==> src/rtl/spi_pkg.sv <==
// Shared types and constants for the single-byte SPI master.
package spi_pkg;

    localparam int SPI_WIDTH  = 8;
    localparam int EDGE_TOTAL = 2 * SPI_WIDTH;

    typedef enum logic [2:0] {
        IDLE  = 3'd0,
        SETUP = 3'd1,
        SHIFT = 3'd2,
        DONE  = 3'd3
    } spi_state_e;

endpackage

==> src/rtl/spi_clk_gen.sv <==
// SCLK divider: one strobe per half-period while enabled, SCLK parked at the idle level otherwise.
module spi_clk_gen #(
    parameter int CLK_DIV = 4
) (
    input  logic clk,
    input  logic reset,
    input  logic en,
    input  logic idle_level,
    output logic sclk,
    output logic lead_edge,
    output logic trail_edge,
    output logic period_end
);

    localparam int CW = (CLK_DIV > 1) ? $clog2(CLK_DIV) : 1;
    localparam logic [CW-1:0] DIV_LAST = CW'(CLK_DIV - 1);

    logic [CW-1:0] div_cnt_reg;
    logic          sclk_reg;
    logic          tick;

    // The strobe fires in the first cycle of each half-period, so SCLK moves one clock
    // after SHIFT is entered and then every CLK_DIV clocks.
    assign tick       = en && (div_cnt_reg == '0);
    assign period_end = en && (div_cnt_reg == DIV_LAST);
    assign lead_edge  = tick && (sclk_reg == idle_level);
    assign trail_edge = tick && (sclk_reg != idle_level);
    assign sclk       = sclk_reg;

    always_ff @(posedge clk or negedge reset) begin
        if (!reset) begin
            div_cnt_reg <= '0;
            sclk_reg    <= 1'b0;
        end else if (!en) begin
            div_cnt_reg <= '0;
            sclk_reg    <= idle_level;
        end else begin
            div_cnt_reg <= period_end ? '0 : div_cnt_reg + 1'b1;
            if (tick) begin
                sclk_reg <= ~sclk_reg;
            end
        end
    end

endmodule

==> src/rtl/spi_master.sv <==
// Single-byte full-duplex SPI master, MSB first, all four CPOL/CPHA modes.
// Transfer framing: SETUP (CLK_DIV clocks) -> SHIFT (16 half-periods) -> DONE (CLK_DIV clocks).
module spi_master
    import spi_pkg::*;
#(
    parameter int CLK_DIV = 4
) (
    input  logic                 clk,
    input  logic                 reset,
    input  logic                 read,
    input  logic                 write,
    input  logic [SPI_WIDTH-1:0] datain,
    input  logic                 cpol,
    input  logic                 cpha,
    input  logic                 miso,
    output logic                 sclk,
    output logic                 mosi,
    output logic                 ss,
    output logic [2:0]           stateout,
    output logic [SPI_WIDTH-1:0] miso_dataout
);

    localparam int CW  = (CLK_DIV > 1) ? $clog2(CLK_DIV) : 1;
    localparam int ECW = $clog2(EDGE_TOTAL + 1);
    localparam logic [CW-1:0]  WAIT_LAST     = CW'(CLK_DIV - 1);
    localparam logic [ECW-1:0] EDGE_FINAL    = ECW'(EDGE_TOTAL);
    localparam logic [ECW-1:0] EDGE_LAST_IDX = ECW'(EDGE_TOTAL - 1);

    spi_state_e state_reg, state_next;

    logic [CW-1:0]        wait_cnt_reg, wait_cnt_next;
    logic [ECW-1:0]       edge_cnt_reg, edge_cnt_next;
    logic [SPI_WIDTH-1:0] tx_shift_reg, tx_shift_next;
    logic [SPI_WIDTH-1:0] rx_shift_reg, rx_shift_next;
    logic [SPI_WIDTH-1:0] miso_data_reg, miso_data_next;
    logic                 cpol_lat_reg, cpol_lat_next;
    logic                 cpha_lat_reg, cpha_lat_next;
    logic                 read_lat_reg, read_lat_next;
    logic                 write_lat_reg, write_lat_next;
    logic                 ss_reg, ss_next;
    logic                 mosi_reg, mosi_next;

    logic sclk_en;
    logic sclk_idle;
    logic lead_edge;
    logic trail_edge;
    logic period_end;
    logic sample_edge;
    logic drive_edge;

    // In IDLE the live cpol sets the parked level; once a transfer starts the latched copy does.
    assign sclk_en   = (state_reg == SHIFT);
    assign sclk_idle = (state_reg == IDLE) ? cpol : cpol_lat_reg;

    spi_clk_gen #(
        .CLK_DIV(CLK_DIV)
    ) u_clk_gen (
        .clk       (clk),
        .reset     (reset),
        .en        (sclk_en),
        .idle_level(sclk_idle),
        .sclk      (sclk),
        .lead_edge (lead_edge),
        .trail_edge(trail_edge),
        .period_end(period_end)
    );

    assign stateout     = state_reg;
    assign ss           = ss_reg;
    assign mosi         = mosi_reg;
    assign miso_dataout = miso_data_reg;

    always_ff @(posedge clk or negedge reset) begin
        if (!reset) begin
            state_reg <= IDLE;
        end else begin
            state_reg <= state_next;
        end
    end

    always_ff @(posedge clk or negedge reset) begin
        if (!reset) begin
            wait_cnt_reg  <= '0;
            edge_cnt_reg  <= '0;
            tx_shift_reg  <= '0;
            rx_shift_reg  <= '0;
            miso_data_reg <= '0;
            cpol_lat_reg  <= 1'b0;
            cpha_lat_reg  <= 1'b0;
            read_lat_reg  <= 1'b0;
            write_lat_reg <= 1'b0;
            ss_reg        <= 1'b1;
            mosi_reg      <= 1'b0;
        end else begin
            wait_cnt_reg  <= wait_cnt_next;
            edge_cnt_reg  <= edge_cnt_next;
            tx_shift_reg  <= tx_shift_next;
            rx_shift_reg  <= rx_shift_next;
            miso_data_reg <= miso_data_next;
            cpol_lat_reg  <= cpol_lat_next;
            cpha_lat_reg  <= cpha_lat_next;
            read_lat_reg  <= read_lat_next;
            write_lat_reg <= write_lat_next;
            ss_reg        <= ss_next;
            mosi_reg      <= mosi_next;
        end
    end

    always_comb begin
        state_next     = state_reg;
        wait_cnt_next  = '0;
        edge_cnt_next  = edge_cnt_reg;
        tx_shift_next  = tx_shift_reg;
        rx_shift_next  = rx_shift_reg;
        miso_data_next = miso_data_reg;
        cpol_lat_next  = cpol_lat_reg;
        cpha_lat_next  = cpha_lat_reg;
        read_lat_next  = read_lat_reg;
        write_lat_next = write_lat_reg;
        ss_next        = ss_reg;
        mosi_next      = mosi_reg;
        sample_edge    = 1'b0;
        drive_edge     = 1'b0;

        case (state_reg)
            IDLE: begin
                ss_next   = 1'b1;
                mosi_next = 1'b0;
                if (read || write) begin
                    state_next     = SETUP;
                    cpol_lat_next  = cpol;
                    cpha_lat_next  = cpha;
                    read_lat_next  = read;
                    write_lat_next = write;
                    edge_cnt_next  = '0;
                    rx_shift_next  = '0;
                    ss_next        = 1'b0;
                    // CPHA=0 presents bit 7 during SETUP, so the shifter starts one bit ahead.
                    if (cpha) begin
                        tx_shift_next = datain;
                        mosi_next     = 1'b0;
                    end else begin
                        tx_shift_next = {datain[SPI_WIDTH-2:0], 1'b0};
                        mosi_next     = write && datain[SPI_WIDTH-1];
                    end
                end
            end

            SETUP: begin
                if (wait_cnt_reg == WAIT_LAST) begin
                    state_next = SHIFT;
                end else begin
                    wait_cnt_next = wait_cnt_reg + 1'b1;
                end
            end

            SHIFT: begin
                sample_edge = cpha_lat_reg ? trail_edge : lead_edge;
                drive_edge  = cpha_lat_reg ? lead_edge
                                           : (trail_edge && (edge_cnt_reg != EDGE_LAST_IDX));
                if (lead_edge || trail_edge) begin
                    edge_cnt_next = edge_cnt_reg + 1'b1;
                end
                if (sample_edge) begin
                    rx_shift_next = {rx_shift_reg[SPI_WIDTH-2:0], miso};
                end
                if (drive_edge) begin
                    mosi_next     = write_lat_reg && tx_shift_reg[SPI_WIDTH-1];
                    tx_shift_next = {tx_shift_reg[SPI_WIDTH-2:0], 1'b0};
                end
                // Hold the final half-period after the 16th edge before closing the frame.
                if ((edge_cnt_reg == EDGE_FINAL) && period_end) begin
                    state_next = DONE;
                    if (read_lat_reg) begin
                        miso_data_next = rx_shift_reg;
                    end
                end
            end

            DONE: begin
                if (wait_cnt_reg == WAIT_LAST) begin
                    state_next = IDLE;
                    ss_next    = 1'b1;
                    mosi_next  = 1'b0;
                end else begin
                    wait_cnt_next = wait_cnt_reg + 1'b1;
                end
            end

            default: begin
                state_next = IDLE;
                ss_next    = 1'b1;
                mosi_next  = 1'b0;
            end
        endcase
    end

endmodule

==> config.mk <==
export PLATFORM = sky130hd
export DESIGN_NAME = spi_master
export DESIGN_NICKNAME = d
export VERILOG_FILES = /design/src/rtl/spi_pkg.sv /design/src/rtl/spi_clk_gen.sv /design/src/rtl/spi_master.sv
export SDC_FILE = /design/constraint.sdc
export NUM_CORES = 1
export LEC_CHECK = 0
export BUFFER_PORTS_ARGS = -buffer_cell sky130_fd_sc_hd__buf_2
export CAP_MARGIN = 10
export CORE_UTILIZATION = 51
export DETAILED_ROUTE_END_ITERATION = 7
export PLACE_DENSITY = 0.82
export SYNTH_ARGS = -nofsm -noshare
export SYNTH_HDL_FRONTEND = slang
export SYNTH_HIERARCHICAL = 1
export SYNTH_SLANG_ARGS = --single-unit
==> constraint.sdc <==
create_clock -name clk -period 2.5 [get_ports clk]
set_input_delay 0.125 -clock clk [delete_from_list [all_inputs] [get_ports clk]]
set_output_delay 0.125 -clock clk [all_outputs]
set_load 0.03 [all_outputs]
==> results.md <==
- The die width is between 60 and 70 um.
- The via count is 1580.
- The library cell occupying the most area in the post-synthesis netlist is sky130_fd_sc_hd__dfrtp_1.
- In this run, the clock network consumes between 15 and 20% of the power.
- The clock arrives with about 0.011 ns of skew.
- Across all setup checks in the final design, the least slack found is around 0.11 ns.
- The initial cell density of the core is a little over half.
- The clock passes through at most 2 buffers.
- For this design the total switching power over the nets is ~1.2 mW.
- Across every metal layer, demand over resource in global routing totals 19.3%.
- The fraction of final layout cells with drive strength greater than 1 is between 30% and 40%.
- Power comes to roughly 2.9 mW.
- The largest net degree at the start of global routing is between 40 and 50.
- Yosys attributes the largest share of cell area to sky130_fd_sc_hd__dfrtp_1 (47%), sky130_fd_sc_hd__mux2_2 (7.3%), sky130_fd_sc_hd__nand2_1 (6.7%).
- The number of global-route vias before repair is approximately 1400.
- The number of filler cells placed in the layout is roughly 340.
- Grouping stages by cell kind, the critical path spends the most delay in multiplexers.
- In the routed design, unresolved DRC markers number 0.
- Traced cell by cell, the critical path runs through inv_2 > ha_4 > mux2_4 > xor2_2 > and2b_2 > inv_2 > o311a_1 > buf_4 > nor3_2 > mux2_4.
- The chip height is approximately 67 um.
- The worst setup path is of the flop to flop kind.
- For this design the ratio of total power to cell area is between 1000 and 1500 mW/mm^2.
- The worst-path maximum fanout is 5.
- Among all flip-flop cells after synthesis, the most frequent one is sky130_fd_sc_hd__dfrtp_1.
- The worst-case headroom to the max-slew limit is 39.2%.
- In this run the core area contains 23 standard-cell rows.
- The cell area reported after detailed placement is about 0.0024 sq mm.
- Compared with the post-synthesis result, the final layout area differs by 15.7%.
- For this run, the slowest stage of the critical path takes between 0.4 and 0.5 ns.
- During synthesis, Yosys emitted a total of 6 warnings.
- The weighted congestion at the end of routability-driven global placement is just over 0.8.
- STA classifies the critical path startpoint as a flop.
- The number of nets with antenna violations after routing is 0.
- The final hold violation count came to 0.
- The count of boundary I/O pins is 29.
- For the worst setup path, the data arrival time is about 2.6 ns.
- Sequential elements use between 40% and 50% of the synthesized area.
- Dividing the final minimum period by the clock period gives a little over nine tenths.
- The share of the synthesized area in the top cell type is a little under half.
- The run finished with clean final reports.
- The TritonCTS buffer count is 5.
- The kind of path behind the tightest hold check is input pin to flop.
- For the finished layout, the period the worst path requires is between 2 and 2.5 ns.
- IR analysis of the VDD net gives a maximum drop of roughly 440 uV.
- In the synthesized netlist, the number of instances is approximately 210.
- STA puts the critical path data required time at about 2.7 ns.
- The number of standard cells in the layout, taps in and fillers out is 293.
- The synthesized design contains 0 enable-type register cells.
- The clock latency at the later pin of the worst-skew pair is roughly 0.30 ns.
- The H-tree depth is 2.
- During placement, the flow inserted port buffers numbering 27.
- The routed length per instance is 13.7 um.
- The fmax is 418 MHz.
- The post-detailed-route via-to-cell ratio is around 5.4.
- The clock-pin slew of the registers on the worst-case setup and hold paths is around 0.08 ns.
- The total inserted antenna cells is 0.
- After synthesis the netlist holds a flip-flop and latch count of 42.
- The number of nets produced by synthesis is about 230.
- Detailed placement finished with a half-perimeter wire length of 2840 um.
- The part of the power in registers is 34.7%.
- The routed wire length is roughly 4000 um.
- The final-report max-slew violation count is 0.
- Together, buffers and inverters on the worst path number 3.
- After the last flow step, the layout net total stands at roughly 270.
- The switching share of total power is between 30 and 40%.
- The number of maximum-capacitance constraint violations is 0.
- In the synthesized netlist the async set-or-reset flop fraction comes to 100%.
- A synthesized cell averages 10.4 sq um.
- Setup violations remaining at the end of the flow were counted as 0.
- The number of clock sinks is 42.
- The floorplan step defined a die boundary enclosing 0.00453 sq mm.
- The actual slew at the worst max-slew pin is just over 0.9 ns.
- Before antenna repair, the detailed router went through 4 iterations.
- The number of antenna violations at the first check in global routing is 0.
- Cells fill between 60% and 70% of the core in the end.
- TritonCTS built the clock tree.
- Among all stages on the critical path, the largest delay is contributed by sky130_fd_sc_hd__dfrtp_2.
- The number of distinct standard cells referenced by the synthesized netlist is 41.
- The synthesized netlist occupies a cell area of 0.00217 sq mm.
- The finished cells cover approximately 0.0025 sq mm.
- The element type at the critical path end is a flop.
- The number of placed instances, taps included is 283.
- Global routing finished with a remaining overflow of 0.
- The cell sitting at the root of the clock tree is a sky130_fd_sc_hd__clkbuf_8.
- After the first detailed-routing iteration, the DRC count stood at 112.
- The region available for standard cell placement spans 0.00406 sq mm.
- The first global-routing pass estimated around 6400 um of wire.
- The design internal power is 1.75 mW.
- In this run, the combinational gates consume about half of the power.
- In this run the static leakage power is around 1.2 nW.
- Before CTS, the worst setup slack after placement is -0.0418 ns.
[worst reg2reg max path: stages, from the launching register on]
cell and delay, ns:
sky130_fd_sc_hd__dfrtp_2 0.41, sky130_fd_sc_hd__inv_2 0.08, sky130_fd_sc_hd__ha_4 0.14, sky130_fd_sc_hd__mux2_4 0.31, sky130_fd_sc_hd__xor2_2 0.17, sky130_fd_sc_hd__and2b_2 0.21, sky130_fd_sc_hd__inv_2 0.03, sky130_fd_sc_hd__o311a_1 0.30
sky130_fd_sc_hd__buf_4 0.14, sky130_fd_sc_hd__nor3_2 0.17, sky130_fd_sc_hd__mux2_4 0.32
[power by group through the flow]
stage               sequential (mW)  clock (mW)  combinational (mW)
floorplan                      1.07           0                1.06
global placement               1.01           0                1.35
detailed placement             1.02           0                1.40
CTS                            1.01       0.458                1.43
global route                   1.03       0.489                1.61
finish                         1.01       0.444                1.46
[worst paths after layout]
| path | startpoint | endpoint | slack [ns] | depth (start not counted) |
|---|---|---|---|---|
| worst max register to register | stateout[1] | mosi | 0.11 | 10 |
| worst max-delay path | stateout[1] | mosi | 0.11 | 10 |
| min in group asynchronous | reset | tx_shift_reg[0] | 0.49 | 2 |
| worst min-delay path | read | read_lat_reg | 0.08 | 3 |
| worst min register to register | wait_cnt_reg[0] | wait_cnt_reg[0] | 0.45 | 1 |
| max in group asynchronous | reset | stateout[0] | 1.38 | 2 |
[cells in the mapped netlist, types with 2 or more instances]
cell,instances
sky130_fd_sc_hd__buf_4,2
sky130_fd_sc_hd__mux2_2,14
sky130_fd_sc_hd__nand2_1,39
sky130_fd_sc_hd__nor2b_1,3
sky130_fd_sc_hd__nor2_1,10
sky130_fd_sc_hd__a22o_1,5
sky130_fd_sc_hd__clkbuf_1,4
sky130_fd_sc_hd__a21oi_1,2
sky130_fd_sc_hd__mux2_4,7
sky130_fd_sc_hd__mux2i_1,8
sky130_fd_sc_hd__dfrtp_1,41
sky130_fd_sc_hd__nor3_1,2
sky130_fd_sc_hd__buf_2,2
sky130_fd_sc_hd__o21ai_0,24
sky130_fd_sc_hd__nand3_1,3
sky130_fd_sc_hd__ha_1,10
sky130_fd_sc_hd__inv_1,9
[metrics by stage]
| stage | TNS [ns] | hold slack, ns |
|---|---|---|
| detailed placement | -0.230 | 0.310 |
| global route | -0.00180 | 0.0944 |
| CTS | 0 | 0.0774 |
| global placement | 0 | 0.307 |
| floorplan | -0.482 | -0.171 |
| finish | 0 | 0.0819 |
[kinds of logic after synthesis]
kind of cell	synth area share (%)
xor+xnor	0.806
compound gates	10.7
fa+ha+maj	5.76
other cells	0.173
flops	48.4
mux	15.8
buf+inv	4.09
simple gates	14.3
[what timing repair did]
| item | 4_1_cts | 5_1_grt |
|---|---|---|
| hold buffers | 1 | 0 |
| hold endpoints to repair | 41 | 0 |
| gates resized for setup | 2 | 3 |
| setup endpoints to repair | 8 | 8 |
| buffers inserted | 0 | 1 |
| pin swaps | 0 | 1 |
[placed cells by master (no fill, tap or decap), types with 2 or more instances in the layout]
cell type                    instances
sky130_fd_sc_hd__inv_1               7
sky130_fd_sc_hd__ha_1                9
sky130_fd_sc_hd__clkbuf_8            5
sky130_fd_sc_hd__nand3_1             3
sky130_fd_sc_hd__dfrtp_2             2
sky130_fd_sc_hd__nand2_1            39
sky130_fd_sc_hd__nor3_2              2
sky130_fd_sc_hd__mux2i_1             8
sky130_fd_sc_hd__a22o_1              5
sky130_fd_sc_hd__mux2_4              9
sky130_fd_sc_hd__buf_4               7
sky130_fd_sc_hd__dfrtp_1            39
sky130_fd_sc_hd__mux2_2             12
sky130_fd_sc_hd__inv_2               3
sky130_fd_sc_hd__o21ai_0            24
sky130_fd_sc_hd__clkinvlp_4          2
sky130_fd_sc_hd__nor2b_1             3
sky130_fd_sc_hd__buf_2              27
sky130_fd_sc_hd__a21oi_1             2
sky130_fd_sc_hd__nor2_1              9
[layer usage]
layer | vias to the layer above | routed length, um | GRT usage, %
li1 | 774 | - | -
met4 | 0 | 62 | 7.45
met5 | - | 0 | 0
met2 | 27 | 1950 | 30.3
met1 | 769 | 1850 | 25.7
met3 | 10 | 145 | 4.56
[layout make-up]
class / count / area, sq um / share of cell area, %
Inverter: 10 / 37.5 / 1.49
Sequential cell: 42 / 1050 / 41.9
Timing Repair Buffer: 35 / 198 / 7.86
Clock inverter: 3 / 23.8 / 0.945
Multi-Input combinational cell: 148 / 1070 / 42.5
Tap cell: 50 / 62.6 / 2.49
Clock buffer: 5 / 68.8 / 2.74
Note: power is estimated with default switching activity, not from simulation.
